[config.mk]
export PLATFORM = sky130hd
export DESIGN_NAME = mips_mc_ctrl_flat
export DESIGN_NICKNAME = d
export VERILOG_FILES = /design/src/rtl/mips_mc_ctrl_pkg.sv /design/src/rtl/mips_mc_ctrl_if.sv /design/src/rtl/mips_mc_ctrl_decode.sv /design/src/rtl/mips_mc_ctrl.sv /design/src/flat_wrapper.sv
export SDC_FILE = /design/constraint.sdc
export NUM_CORES = 1
export LEC_CHECK = 0
export CORE_MARGIN = 1
export CORE_UTILIZATION = 40
export CTS_CLUSTER_SIZE = 14
export DETAILED_ROUTE_END_ITERATION = 6
export PLACE_DENSITY = 0.81
export SYNTH_ARGS = -nofsm -noshare
export SYNTH_HDL_FRONTEND = slang
export SYNTH_HIERARCHICAL = 1
export SYNTH_SLANG_ARGS = --single-unit
[constraint.sdc]
create_clock -name clk -period 3.65 [get_ports clk]
set_input_delay 0.73 -clock clk [delete_from_list [all_inputs] [get_ports clk]]
set_output_delay 0.73 -clock clk [all_outputs]
set_load 0.02 [all_outputs]
[src/rtl/mips_mc_ctrl_pkg.sv]
// mips_mc_ctrl_pkg: opcode/funct constants, state and datapath select encodings
package mips_mc_ctrl_pkg;

   localparam logic [5:0] OP_RTYPE = 6'h00;
   localparam logic [5:0] OP_J     = 6'h02;
   localparam logic [5:0] OP_JAL   = 6'h03;
   localparam logic [5:0] OP_BEQ   = 6'h04;
   localparam logic [5:0] OP_ORI   = 6'h0D;
   localparam logic [5:0] OP_LUI   = 6'h0F;
   localparam logic [5:0] OP_LW    = 6'h23;
   localparam logic [5:0] OP_SW    = 6'h2B;

   localparam logic [5:0] FN_JR    = 6'h08;
   localparam logic [5:0] FN_ADDU  = 6'h21;
   localparam logic [5:0] FN_SUBU  = 6'h23;

   typedef enum logic [3:0] {
      S_IDLE     = 4'd0,
      S_FETCH    = 4'd1,
      S_DECODE   = 4'd2,
      S_MEM_ADDR = 4'd3,
      S_MEM_RD   = 4'd4,
      S_MEM_WB   = 4'd5,
      S_MEM_WR   = 4'd6,
      S_EXEC_R   = 4'd7,
      S_WB_R     = 4'd8,
      S_EXEC_I   = 4'd9,
      S_WB_I     = 4'd10,
      S_BRANCH   = 4'd11,
      S_JUMP     = 4'd12,
      S_HALT     = 4'd13
   } state_t;

   localparam logic [1:0] ALU_ADD      = 2'd0;
   localparam logic [1:0] ALU_SUB      = 2'd1;
   localparam logic [1:0] ALU_OR       = 2'd2;

   localparam logic [1:0] SRCB_B       = 2'd0;
   localparam logic [1:0] SRCB_4       = 2'd1;
   localparam logic [1:0] SRCB_IMM     = 2'd2;
   localparam logic [1:0] SRCB_IMM_SH  = 2'd3;

   localparam logic [1:0] EXT_SIGN     = 2'd0;
   localparam logic [1:0] EXT_ZERO     = 2'd1;
   localparam logic [1:0] EXT_LUI      = 2'd2;

   localparam logic [1:0] DST_RT       = 2'd0;
   localparam logic [1:0] DST_RD       = 2'd1;
   localparam logic [1:0] DST_RA       = 2'd2;

   localparam logic [1:0] M2R_ALU      = 2'd0;
   localparam logic [1:0] M2R_MDR      = 2'd1;
   localparam logic [1:0] M2R_PC       = 2'd2;

   localparam logic [1:0] PCSRC_ALU    = 2'd0;
   localparam logic [1:0] PCSRC_ALUOUT = 2'd1;
   localparam logic [1:0] PCSRC_JUMP   = 2'd2;
   localparam logic [1:0] PCSRC_JR     = 2'd3;

   // one-hot instruction class; ill is set when nothing else matches
   typedef struct packed {
      logic r_addu;
      logic r_subu;
      logic jr;
      logic ori;
      logic lui;
      logic lw;
      logic sw;
      logic beq;
      logic j;
      logic jal;
      logic ill;
   } cls_t;

endpackage

[src/rtl/mips_mc_ctrl_if.sv]
// mips_mc_ctrl_if: IR fields and ALU flag in, datapath selects and enables out
interface mips_mc_ctrl_if;

   logic [5:0] opcode;
   logic [5:0] funct;
   logic       zero;
   logic       pc_wr;
   logic       ir_wr;
   logic       reg_wr;
   logic       mem_wr;
   logic       i_or_d;
   logic       alu_src_a;
   logic [1:0] alu_src_b;
   logic [1:0] alu_op;
   logic [1:0] ext_op;
   logic [1:0] reg_dst;
   logic [1:0] mem_to_reg;
   logic [1:0] pc_src;
   logic       instr_done;
   logic       illegal;
   logic [3:0] state;

   modport master (
      input  opcode, funct, zero,
      output pc_wr, ir_wr, reg_wr, mem_wr, i_or_d, alu_src_a, alu_src_b, alu_op,
             ext_op, reg_dst, mem_to_reg, pc_src, instr_done, illegal, state
   );

   modport slave (
      output opcode, funct, zero,
      input  pc_wr, ir_wr, reg_wr, mem_wr, i_or_d, alu_src_a, alu_src_b, alu_op,
             ext_op, reg_dst, mem_to_reg, pc_src, instr_done, illegal, state
   );

endinterface

[src/rtl/mips_mc_ctrl_decode.sv]
// mips_mc_ctrl_decode: opcode/funct to one-hot instruction class
module mips_mc_ctrl_decode
   import mips_mc_ctrl_pkg::*;
(
   input  logic [5:0] i_opcode,
   input  logic [5:0] i_funct,
   output cls_t       o_cls
);

   logic       w_rtype;
   logic [9:0] w_hit;

   assign w_rtype = i_opcode == OP_RTYPE;
   assign w_hit   = {w_rtype && i_funct == FN_ADDU,
                     w_rtype && i_funct == FN_SUBU,
                     w_rtype && i_funct == FN_JR,
                     i_opcode == OP_ORI,
                     i_opcode == OP_LUI,
                     i_opcode == OP_LW,
                     i_opcode == OP_SW,
                     i_opcode == OP_BEQ,
                     i_opcode == OP_J,
                     i_opcode == OP_JAL};
   assign o_cls   = {w_hit, ~|w_hit};

endmodule

[src/rtl/mips_mc_ctrl.sv]
// mips_mc_ctrl: multicycle MIPS control FSM driving datapath selects and write enables
module mips_mc_ctrl
   import mips_mc_ctrl_pkg::*;
#(
   parameter bit HALT_ON_ILLEGAL = 1'b0
)
(
   input  logic           clk,
   input  logic           reset,
   mips_mc_ctrl_if.master bus
);

   state_t r_state;
   state_t w_next;
   cls_t   w_cls;

   mips_mc_ctrl_decode u_decode (
      .i_opcode (bus.opcode),
      .i_funct  (bus.funct),
      .o_cls    (w_cls)
   );

   // state register; async reset drops to IDLE so every enable falls at once
   always_ff @(posedge clk or posedge reset)
      if (reset) r_state <= S_IDLE;
      else       r_state <= w_next;

   // next state: dispatch in DECODE, class-dependent split in MEM_ADDR, HALT is sticky
   always_comb begin
      w_next = S_FETCH;
      case (r_state)
         S_FETCH:    w_next = S_DECODE;
         S_DECODE:   w_next = (w_cls.lw || w_cls.sw)              ? S_MEM_ADDR :
                              (w_cls.r_addu || w_cls.r_subu)      ? S_EXEC_R   :
                              (w_cls.ori || w_cls.lui)            ? S_EXEC_I   :
                              w_cls.beq                           ? S_BRANCH   :
                              (w_cls.j || w_cls.jal || w_cls.jr)  ? S_JUMP     :
                              HALT_ON_ILLEGAL                     ? S_HALT     : S_FETCH;
         S_MEM_ADDR: w_next = w_cls.lw ? S_MEM_RD : w_cls.sw ? S_MEM_WR : S_FETCH;
         S_MEM_RD:   w_next = S_MEM_WB;
         S_EXEC_R:   w_next = S_WB_R;
         S_EXEC_I:   w_next = S_WB_I;
         S_HALT:     w_next = S_HALT;
         default:    w_next = S_FETCH;
      endcase
   end

   // outputs are a pure function of state and the IR/zero inputs; zero only matters in BRANCH
   always_comb begin
      bus.pc_wr      = 1'b0;
      bus.ir_wr      = 1'b0;
      bus.reg_wr     = 1'b0;
      bus.mem_wr     = 1'b0;
      bus.i_or_d     = 1'b0;
      bus.alu_src_a  = 1'b0;
      bus.alu_src_b  = SRCB_B;
      bus.alu_op     = ALU_ADD;
      bus.ext_op     = EXT_SIGN;
      bus.reg_dst    = DST_RT;
      bus.mem_to_reg = M2R_ALU;
      bus.pc_src     = PCSRC_ALU;
      bus.instr_done = 1'b0;
      bus.illegal    = 1'b0;
      case (r_state)
         S_FETCH: begin
            bus.ir_wr     = 1'b1;
            bus.pc_wr     = 1'b1;
            bus.alu_src_b = SRCB_4;
         end
         S_DECODE: begin
            bus.alu_src_b = SRCB_IMM_SH;
            bus.illegal   = w_cls.ill;
         end
         S_MEM_ADDR: begin
            bus.alu_src_a = 1'b1;
            bus.alu_src_b = SRCB_IMM;
         end
         S_MEM_RD: bus.i_or_d = 1'b1;
         S_MEM_WB: begin
            bus.mem_to_reg = M2R_MDR;
            bus.reg_wr     = 1'b1;
            bus.instr_done = 1'b1;
         end
         S_MEM_WR: begin
            bus.i_or_d     = 1'b1;
            bus.mem_wr     = 1'b1;
            bus.instr_done = 1'b1;
         end
         S_EXEC_R: begin
            bus.alu_src_a = 1'b1;
            bus.alu_op    = w_cls.r_subu ? ALU_SUB : ALU_ADD;
         end
         S_WB_R: begin
            bus.reg_dst    = DST_RD;
            bus.reg_wr     = 1'b1;
            bus.instr_done = 1'b1;
         end
         S_EXEC_I: begin
            bus.alu_src_a = 1'b1;
            bus.alu_src_b = SRCB_IMM;
            bus.alu_op    = ALU_OR;
            bus.ext_op    = w_cls.lui ? EXT_LUI : EXT_ZERO;
         end
         S_WB_I: begin
            bus.reg_wr     = 1'b1;
            bus.instr_done = 1'b1;
         end
         S_BRANCH: begin
            bus.alu_src_a  = 1'b1;
            bus.alu_op     = ALU_SUB;
            bus.pc_src     = PCSRC_ALUOUT;
            bus.pc_wr      = bus.zero;
            bus.instr_done = 1'b1;
         end
         S_JUMP: begin
            bus.pc_wr      = 1'b1;
            bus.pc_src     = w_cls.jr ? PCSRC_JR : PCSRC_JUMP;
            bus.reg_wr     = w_cls.jal;
            bus.reg_dst    = w_cls.jal ? DST_RA : DST_RT;
            bus.mem_to_reg = w_cls.jal ? M2R_PC : M2R_ALU;
            bus.instr_done = 1'b1;
         end
         default: ;
      endcase
   end

   assign bus.state = r_state;

endmodule

[src/flat_wrapper.sv]
// flat-port wrapper written by rule: the top's interface ports become plain ports
module mips_mc_ctrl_flat import mips_mc_ctrl_pkg::*;
#(
   parameter bit HALT_ON_ILLEGAL = 1'b0
)
  (clk, reset, bus_opcode, bus_funct, bus_zero, bus_pc_wr, bus_ir_wr, bus_reg_wr, bus_mem_wr, bus_i_or_d, bus_alu_src_a, bus_alu_src_b, bus_alu_op, bus_ext_op, bus_reg_dst, bus_mem_to_reg, bus_pc_src, bus_instr_done, bus_illegal, bus_state);
  mips_mc_ctrl_if bus_i ();
  input  logic clk;
  input  logic reset;
  input wire logic [$bits(bus_i.opcode)-1:0] bus_opcode;
  input wire logic [$bits(bus_i.funct)-1:0] bus_funct;
  input wire logic [$bits(bus_i.zero)-1:0] bus_zero;
  output wire logic [$bits(bus_i.pc_wr)-1:0] bus_pc_wr;
  output wire logic [$bits(bus_i.ir_wr)-1:0] bus_ir_wr;
  output wire logic [$bits(bus_i.reg_wr)-1:0] bus_reg_wr;
  output wire logic [$bits(bus_i.mem_wr)-1:0] bus_mem_wr;
  output wire logic [$bits(bus_i.i_or_d)-1:0] bus_i_or_d;
  output wire logic [$bits(bus_i.alu_src_a)-1:0] bus_alu_src_a;
  output wire logic [$bits(bus_i.alu_src_b)-1:0] bus_alu_src_b;
  output wire logic [$bits(bus_i.alu_op)-1:0] bus_alu_op;
  output wire logic [$bits(bus_i.ext_op)-1:0] bus_ext_op;
  output wire logic [$bits(bus_i.reg_dst)-1:0] bus_reg_dst;
  output wire logic [$bits(bus_i.mem_to_reg)-1:0] bus_mem_to_reg;
  output wire logic [$bits(bus_i.pc_src)-1:0] bus_pc_src;
  output wire logic [$bits(bus_i.instr_done)-1:0] bus_instr_done;
  output wire logic [$bits(bus_i.illegal)-1:0] bus_illegal;
  output wire logic [$bits(bus_i.state)-1:0] bus_state;
  assign bus_i.opcode = bus_opcode;
  assign bus_i.funct = bus_funct;
  assign bus_i.zero = bus_zero;
  assign bus_pc_wr = bus_i.pc_wr;
  assign bus_ir_wr = bus_i.ir_wr;
  assign bus_reg_wr = bus_i.reg_wr;
  assign bus_mem_wr = bus_i.mem_wr;
  assign bus_i_or_d = bus_i.i_or_d;
  assign bus_alu_src_a = bus_i.alu_src_a;
  assign bus_alu_src_b = bus_i.alu_src_b;
  assign bus_alu_op = bus_i.alu_op;
  assign bus_ext_op = bus_i.ext_op;
  assign bus_reg_dst = bus_i.reg_dst;
  assign bus_mem_to_reg = bus_i.mem_to_reg;
  assign bus_pc_src = bus_i.pc_src;
  assign bus_instr_done = bus_i.instr_done;
  assign bus_illegal = bus_i.illegal;
  assign bus_state = bus_i.state;
  mips_mc_ctrl #(.HALT_ON_ILLEGAL(HALT_ON_ILLEGAL)) u_core (.clk(clk), .reset(reset), .bus(bus_i));
endmodule
==> results of run 1 <==
-- where the power goes --
group	total, mW	internal (mW)	switching, mW
Combinational	0.377	0.189	0.188
Clock	0.0539	0.0367	0.0172
Sequential	0.116	0.0572	0.0588
-- per-layer routing --
layer / up-vias / global-route usage
met4: 0 / 0.09091
met1: 445 / 0.2721
met5: - / 0
li1: 483 / -
met2: 39 / 0.4551
met3: 2 / 0.02400
-- logic make-up after synthesis --
group / after synthesis
XOR/XNOR: 1
AND/OR/NAND/NOR: 64
flip-flops: 4
multiplexers: 1
buffers and inverters: 14
AO/OA/AOI/OAI: 26
-- critical path, stage by stage --
cell	delay (ps)
clkdlybuf4s50_1	460
nor4_4	370
nor2b_2	230
inv_1	70
o21ai_0	190
a31o_2	180
clkdlybuf4s50_1	590
-- Yosys cell counts (all sizes together) --
cell      n  share of area
a221o     1          0.014
dfrtp     4           0.14
nor2b     8          0.068
buf       7          0.058
o22ai     2          0.017
or2       1         0.0085
nand2     7          0.036
and4      1          0.012
o2111ai   1          0.012
or4       1          0.010
nand2b    4          0.034
mux2      1          0.015
o31ai     2          0.020
nor4      3          0.046
a21o      2          0.020
and3b     2          0.024
nor3      9          0.061
nor3b     2          0.020
and3      2          0.017
or3       1         0.0085
a211oi    4          0.047
and2b     1          0.010
a21oi     4          0.027
o311a     1          0.014
a31o      1          0.012
nor4b     1          0.012
inv       7          0.036
a32oi     2          0.024
nand4     1         0.0085
or4b      1          0.019
o2bb2ai   1          0.012
o21ai     5          0.034
nor2     17          0.086
nand3     2          0.014
xnor2     1          0.012
-- cell type report --
| cell class | instances | area (µm²) | area share |
|---|---|---|---|
| inverters | 7 | 26.28 | 0.02244 |
| multi-input cells | 92 | 575.6 | 0.4915 |
| clock buffers | 3 | 22.52 | 0.01923 |
| flip-flops and latches | 4 | 100.1 | 0.08547 |
| well taps | 25 | 31.28 | 0.02671 |
| repair buffers | 42 | 415.4 | 0.3547 |
-- metrics by stage --
step	power, mW	utilization
floorplan	0.3358	-
global placement	0.4857	0.6551
detailed placement	0.4911	0.6551
CTS	0.5479	0.6681
global route	0.5860	0.6783
finish	0.5473	0.6783
-- final timing paths --
kind                                      from                  end  slack [ps]
setup / recovery                 bus_opcode[3]           bus_reg_wr         100
hold / removal                           reset  u_core/bus.state[2]         680
setup reg to reg           u_core/bus.state[1]  u_core/bus.state[3]        2010
hold reg to reg            u_core/bus.state[0]  u_core/bus.state[3]         820
max in group asynchronous                reset  u_core/bus.state[3]        2820
min in group clk           u_core/bus.state[0]  u_core/bus.state[3]         820
-- what timing repair did --
item,4_1_cts,5_1_grt
hold endpoints to repair,0,0
endpoints found under the setup margin,0,4
setup buffers,0,1
gates resized for setup,0,4
==> out/metrics.cfg, run 1 <==
[drt]
via_per_inst = 5.601
wl_met1_um = 932
ant_nets = 0
drc = 0
dr_wl_met2_mm = 1.154
routed_wl_mm = 2.187
vias = 969
firstDrtPassIters = 4
met3WireLength_um = 88
wl_per_cell_um = 12.64
first_iter_violations = 21
dr.max_layer_used = met4

[sta]
finalClockSkew_ps = 5.498
worst_slack_ps = 96.28
tns_ps = 0
worst_pin_slew_ps = 549.3
timing.fmax_mhz = 281.4
post-route-period-util = 0.9736
holdWs_ps = 682.1
fin_crit_ps = 3554
setup_violations = 0
max_slew_margin = 0.6338
slew_viol_final = 0
hold_viol = 0

[synth]
synth_compound_area_frac = 0.2521
syn_inst = 110
synthMuxAreaShare = 0.01523
ys_types = 40
seq_area_frac_synth = 0.1354
syn_area_um2 = 739.5
synthAdderAreaFrac = 0
synth_top_family_by_area = simple AND/OR/NAND/NOR gates
synth_xor_area_frac = 0.01184
ys_ff_latch = 4
synth-simple-area-share = 0.4924
synth.net_count = 125
synth.avg_cell_area_um2 = 6.722
ys_warn_count = 6

[cells_and_area]
final_common_cell = clkdlybuf4s50_1
antenna_cells = 0
area_delta_synth_final_pct = 58.38
final_cell_mix = 36 x clkdlybuf4s50_1, 16 x nor2_1, 9 x nor3_1
fin_nets = 165
drive_gt1_frac = 0.1014
instances_no_fill = 173
n_fill_cell = 165
fin_area_um2 = 1171
largest_reg_flops = 4

[global_route]
grt_max_degree = 21
grt_usage = 0.2402
overflow = 0
grt_pass1_wl_mm = 3.677
grt_pass1_vias = 875
antenna_found_initial = 0

[placement]
placed_cell_area_um2 = 1131
dp_slack_ps = 88.29
place.port_buffers = 38
hpwlAfterDp_mm = 1.694
routabilityCongestion = 0.8072
dp.cells = 169

[min_path]
holdCritPathClass = primary input to asynchronous set/reset pin

[floorplan]
die_w_um = 45.00
design.core.area_um2 = 1727
initial_utilization = 0.4283
die_y_um = 45.00
dieArea_um2 = 2025
rows = 15
pin_count = 39

[clocking]
cts.sinks = 4
worstSkewPairLatency_ps = 230
hold_buffers = 0
htree_num_levels = 1
cts_tree = built
clk_pin_slew_worst_paths_ps = 40
cts.path.max_buffers = 2
cts_buffers = 3
root_buffer = clkbuf_4

[power_and_ir_drop]
powerDensity_nw_per_um2 = 467.3
leakage_nw = 0.4944
vdd_drop_max_uv = 249.6

[critical_path]
ff2ff_path_depth = 3
critical_path_arrival_ps = 2820
required_ps = 2920
cp-end-kind = output pin
cp-start-kind = primary input
critPathMaxFanout = 4
setup.worst_path.class = primary input to output pin

[outcome]
status = finished, final reports clean

[flow_run]
drv_cap = 0

Note: power is estimated with default switching activity, not from simulation.
==> run 2: changes to the inputs <==
--- a/config.mk
+++ b/config.mk
@@ -6,10 +6,10 @@
 export NUM_CORES = 1
 export LEC_CHECK = 0
 export CORE_MARGIN = 1
-export CORE_UTILIZATION = 40
+export CORE_UTILIZATION = 35
 export CTS_CLUSTER_SIZE = 14
 export DETAILED_ROUTE_END_ITERATION = 6
-export PLACE_DENSITY = 0.81
+export PLACE_DENSITY = 0.76
 export SYNTH_ARGS = -nofsm -noshare
 export SYNTH_HDL_FRONTEND = slang
 export SYNTH_HIERARCHICAL = 1
==> constraint.sdc (replaced) <==
create_clock -name clk -period 3.16 [get_ports clk]
set_input_delay 0.632 -clock clk [delete_from_list [all_inputs] [get_ports clk]]
set_output_delay 0.632 -clock clk [all_outputs]
set_load 0.02 [all_outputs]
==> run 2 against run 1 <==
- highest routed layer unchanged
- sequential power up 16%
- count of clock-buffer cells in the layout stayed put
- setup slack improved by 20 ps
- hold slack lost 85 ps
- global-route usage fell by 3.2 points
- via count rose by 1.9%
- utilization shrank 6.7 points
- critical path depth did not move
- critical endpoint is now bus_ext_op[1]
==> out/metrics.cfg, run 2 (synthesis gave the netlist of run 1 again) <==
[power_and_ir_drop]
sequentialPowerShare = 0.214  ; was 0.212
netSwitchingFraction = 0.4822  ; was 0.4829
p_comb_frac = 0.688  ; was 0.690
p_switching_mw = 0.3030  ; was 0.2643 mW
vdd_drop_max_uv = 348.6  ; was 249.6 µV
power.internal_mw = 0.3254  ; was 0.2830 mW
powerDensity_nw_per_um2 = 518.2  ; was 467.3 nW/µm²
leakage_nw = 0.5157  ; was 0.4944 nW
clkPwrFrac = 0.098  ; about the same
finalPower_mw = 0.6283  ; was 0.5473 mW

[clocking]
cts.path.max_buffers = 2  ; unchanged
cts.sinks = 4  ; unchanged
worstSkewPairLatency_ps = 230  ; about the same
cts_tree = built  ; unchanged
root_buffer = clkbuf_4  ; unchanged
htree_num_levels = 1  ; unchanged
hold_buffers = 0  ; unchanged
clk_pin_slew_worst_paths_ps = 40  ; about the same
cts_buffers = 3  ; unchanged

[sta]
worst_pin_slew_ps = 559.7  ; was 549.3 ps
finalClockSkew_ps = 7.910  ; was 5.498 ps
post-route-period-util = 0.9631
fin_crit_ps = 3043
setup_violations = 0  ; unchanged
slew_viol_final = 0  ; unchanged
max_slew_margin = 0.6268  ; was 0.6338
hold_viol = 0  ; unchanged
timing.fmax_mhz = 328.6
rsz0062_at_grt = yes

[critical_path]
r2r_start = u_core/bus.state[1]  ; unchanged
worstSetupStartpoint = bus_opcode[5]  ; was bus_opcode[3]
required_ps = 2530  ; was 2920 ps
endpoint = bus_ext_op[1]  ; was bus_reg_wr
cp-start-kind = primary input  ; unchanged
critPathMaxFanout = 5  ; was 4
setup.worst_path.class = primary input to output pin  ; unchanged
cp_cell_sequence = clkdlybuf4s50_1, buf_4, nor2_1, nand2_1, nor2_2, and3_1, clkdlybuf4s50_1  ; was clkdlybuf4s50_1, nor4_4, nor2b_2, inv_1, o21ai_0, a31o_2, clkdlybuf4s50_1
path_buf_inv = 3  ; unchanged
crit_top_cell = clkdlybuf4s50_1  ; unchanged
crit_family = buffers and inverters  ; unchanged
critPathMaxStageDelay_ps = 590  ; about the same
cp-end-kind = output pin  ; unchanged
reg2reg_slack_ps = 1460  ; was 2010 ps
crit_slowest_cell = clkdlybuf4s50_1  ; unchanged
cp.depth = 7  ; unchanged
ff2ff_path_depth = 2  ; was 3
critical_path_arrival_ps = 2410  ; was 2820 ps
timing.rr.end = u_core/bus.state[2]  ; was u_core/bus.state[3]

[outcome]
status = finished, final reports clean  ; unchanged

[drt]
dr_wl_met2_mm = 1.105  ; was 1.154 mm
firstDrtPassIters = 4  ; unchanged
wl_met1_um = 912  ; was 932 µm
wl_per_cell_um = 11.71  ; was 12.64 µm
met3WireLength_um = 97  ; was 88 µm
routed_wl_mm = 2.132  ; was 2.187 mm
drc = 0  ; unchanged
via_per_inst = 5.423  ; was 5.601
vias = 987  ; was 969
ant_nets = 0  ; unchanged
first_iter_violations = 10  ; was 21
dr.max_layer_used = met4  ; unchanged

[global_route]
antenna_found_initial = 0  ; unchanged
grt_pass1_wl_mm = 3.422  ; was 3.677 mm
overflow = 0  ; unchanged
grt_max_degree = 21  ; unchanged
grt_usage = 0.2081  ; was 0.2402
grt_pass1_vias = 851  ; was 875

[placement]
dp.cells = 179  ; was 169
hpwlAfterDp_mm = 1.702  ; was 1.694 mm
place.port_buffers = 38  ; unchanged
routabilityCongestion = 0.7821  ; was 0.8072
placed_cell_area_um2 = 1194  ; was 1131 µm²

[flow_run]
drv_cap = 0  ; unchanged

[cells_and_area]
instances_no_fill = 182  ; was 173
final_common_cell = clkdlybuf4s50_1  ; unchanged
fin_nets = 172  ; was 165
antenna_cells = 0  ; unchanged
largest_reg_flops = 4  ; unchanged
area_delta_synth_final_pct = 63.96  ; was 58.38%
n_fill_cell = 193  ; was 165
drive_gt1_frac = 0.1355  ; was 0.1014
fin_area_um2 = 1212  ; was 1171 µm²
final_cell_mix = 32 x clkdlybuf4s50_1, 16 x nor2_1, 11 x buf_4  ; was 36 x clkdlybuf4s50_1, 16 x nor2_1, 9 x nor3_1

[min_path]
holdCritPathClass = primary input to asynchronous set/reset pin  ; unchanged

[floorplan]
initial_utilization = 0.3731  ; was 0.4283
dieArea_um2 = 2301  ; was 2025 µm²
rows = 16  ; was 15
die_y_um = 47.97  ; was 45.00 µm
pin_count = 39  ; unchanged
design.core.area_um2 = 1982  ; was 1727 µm²
die_w_um = 47.97  ; was 45.00 µm

-- run 2: changes by cell type in the layout (fill, tap and decap cells not counted), moves of 2 or more --
| cell | before | now |
|---|---|---|
| buf_4 | 4 | 11 |
| dlygate4sd2_1 | 0 | 5 |
| clkdlybuf4s50_1 | 36 | 32 |
| dlymetal6s2s_1 | 2 | 0 |
-- run 2: timing repair --
item,CTS,global route
gates resized for setup,6,2
pin swaps,0,0
hold endpoints to repair,0,0
setup endpoints to repair,6,3
setup buffers,0,0
-- run 2: stage by stage --
step	worst slack (ps)	TNS (ps)	util	hold slack (ps)
floorplan	280.7	0	-	398.1
global placement	-112.5	-493.8	0.6023	816.2
detailed placement	-190.4	-749.3	0.6023	812.6
CTS	42.46	0	0.6098	593.2
global route	-0.1084	-0.1084	0.6117	598.6
finish	116.7	0	0.6117	596.9
-- run 2: worst min-delay path by stage --
| stage | end | slack (ps) |
|---|---|---|
| 3_5_place_dp | u_core/bus.state[3] | 810 |
| 2_1_floorplan | u_core/bus.state[0] | 400 |
| 3_3_place_gp | u_core/bus.state[2] | 820 |
| 4_1_cts | u_core/bus.state[0] | 590 |
| 5_1_grt | u_core/bus.state[2] | 600 |
| 6_report | u_core/bus.state[2] | 600 |
-- run 2: per-layer routing --
metal / GRT usage / vias to the layer above
met2: 0.3865 / 38
met3: 0.02642 / 4
met5: 0 / -
li1: - / 497
met4: 0.08889 / 0
met1: 0.2349 / 448
-- run 2: layout make-up --
class	instances	area [µm²]	share of cell area
clock buffer	3	22.52	0.01858
inverter	7	26.28	0.02167
multi-input combinational	92	573.1	0.4727
sequential	4	100.1	0.08256
tap	27	33.78	0.02786
timing repair buffer	49	456.7	0.3767
-- run 2: power by group through the flow --
| stage | clock (mW) | sequential (mW) | combinational (mW) |
|---|---|---|---|
| final | 0.0618 | 0.135 | 0.432 |
| after global routing | 0.0668 | 0.142 | 0.473 |
| after CTS | 0.0648 | 0.133 | 0.433 |
| after detailed placement | 0 | 0.134 | 0.438 |
| after global placement | 0 | 0.134 | 0.434 |
| after floorplan | 0 | 0.0992 | 0.289 |
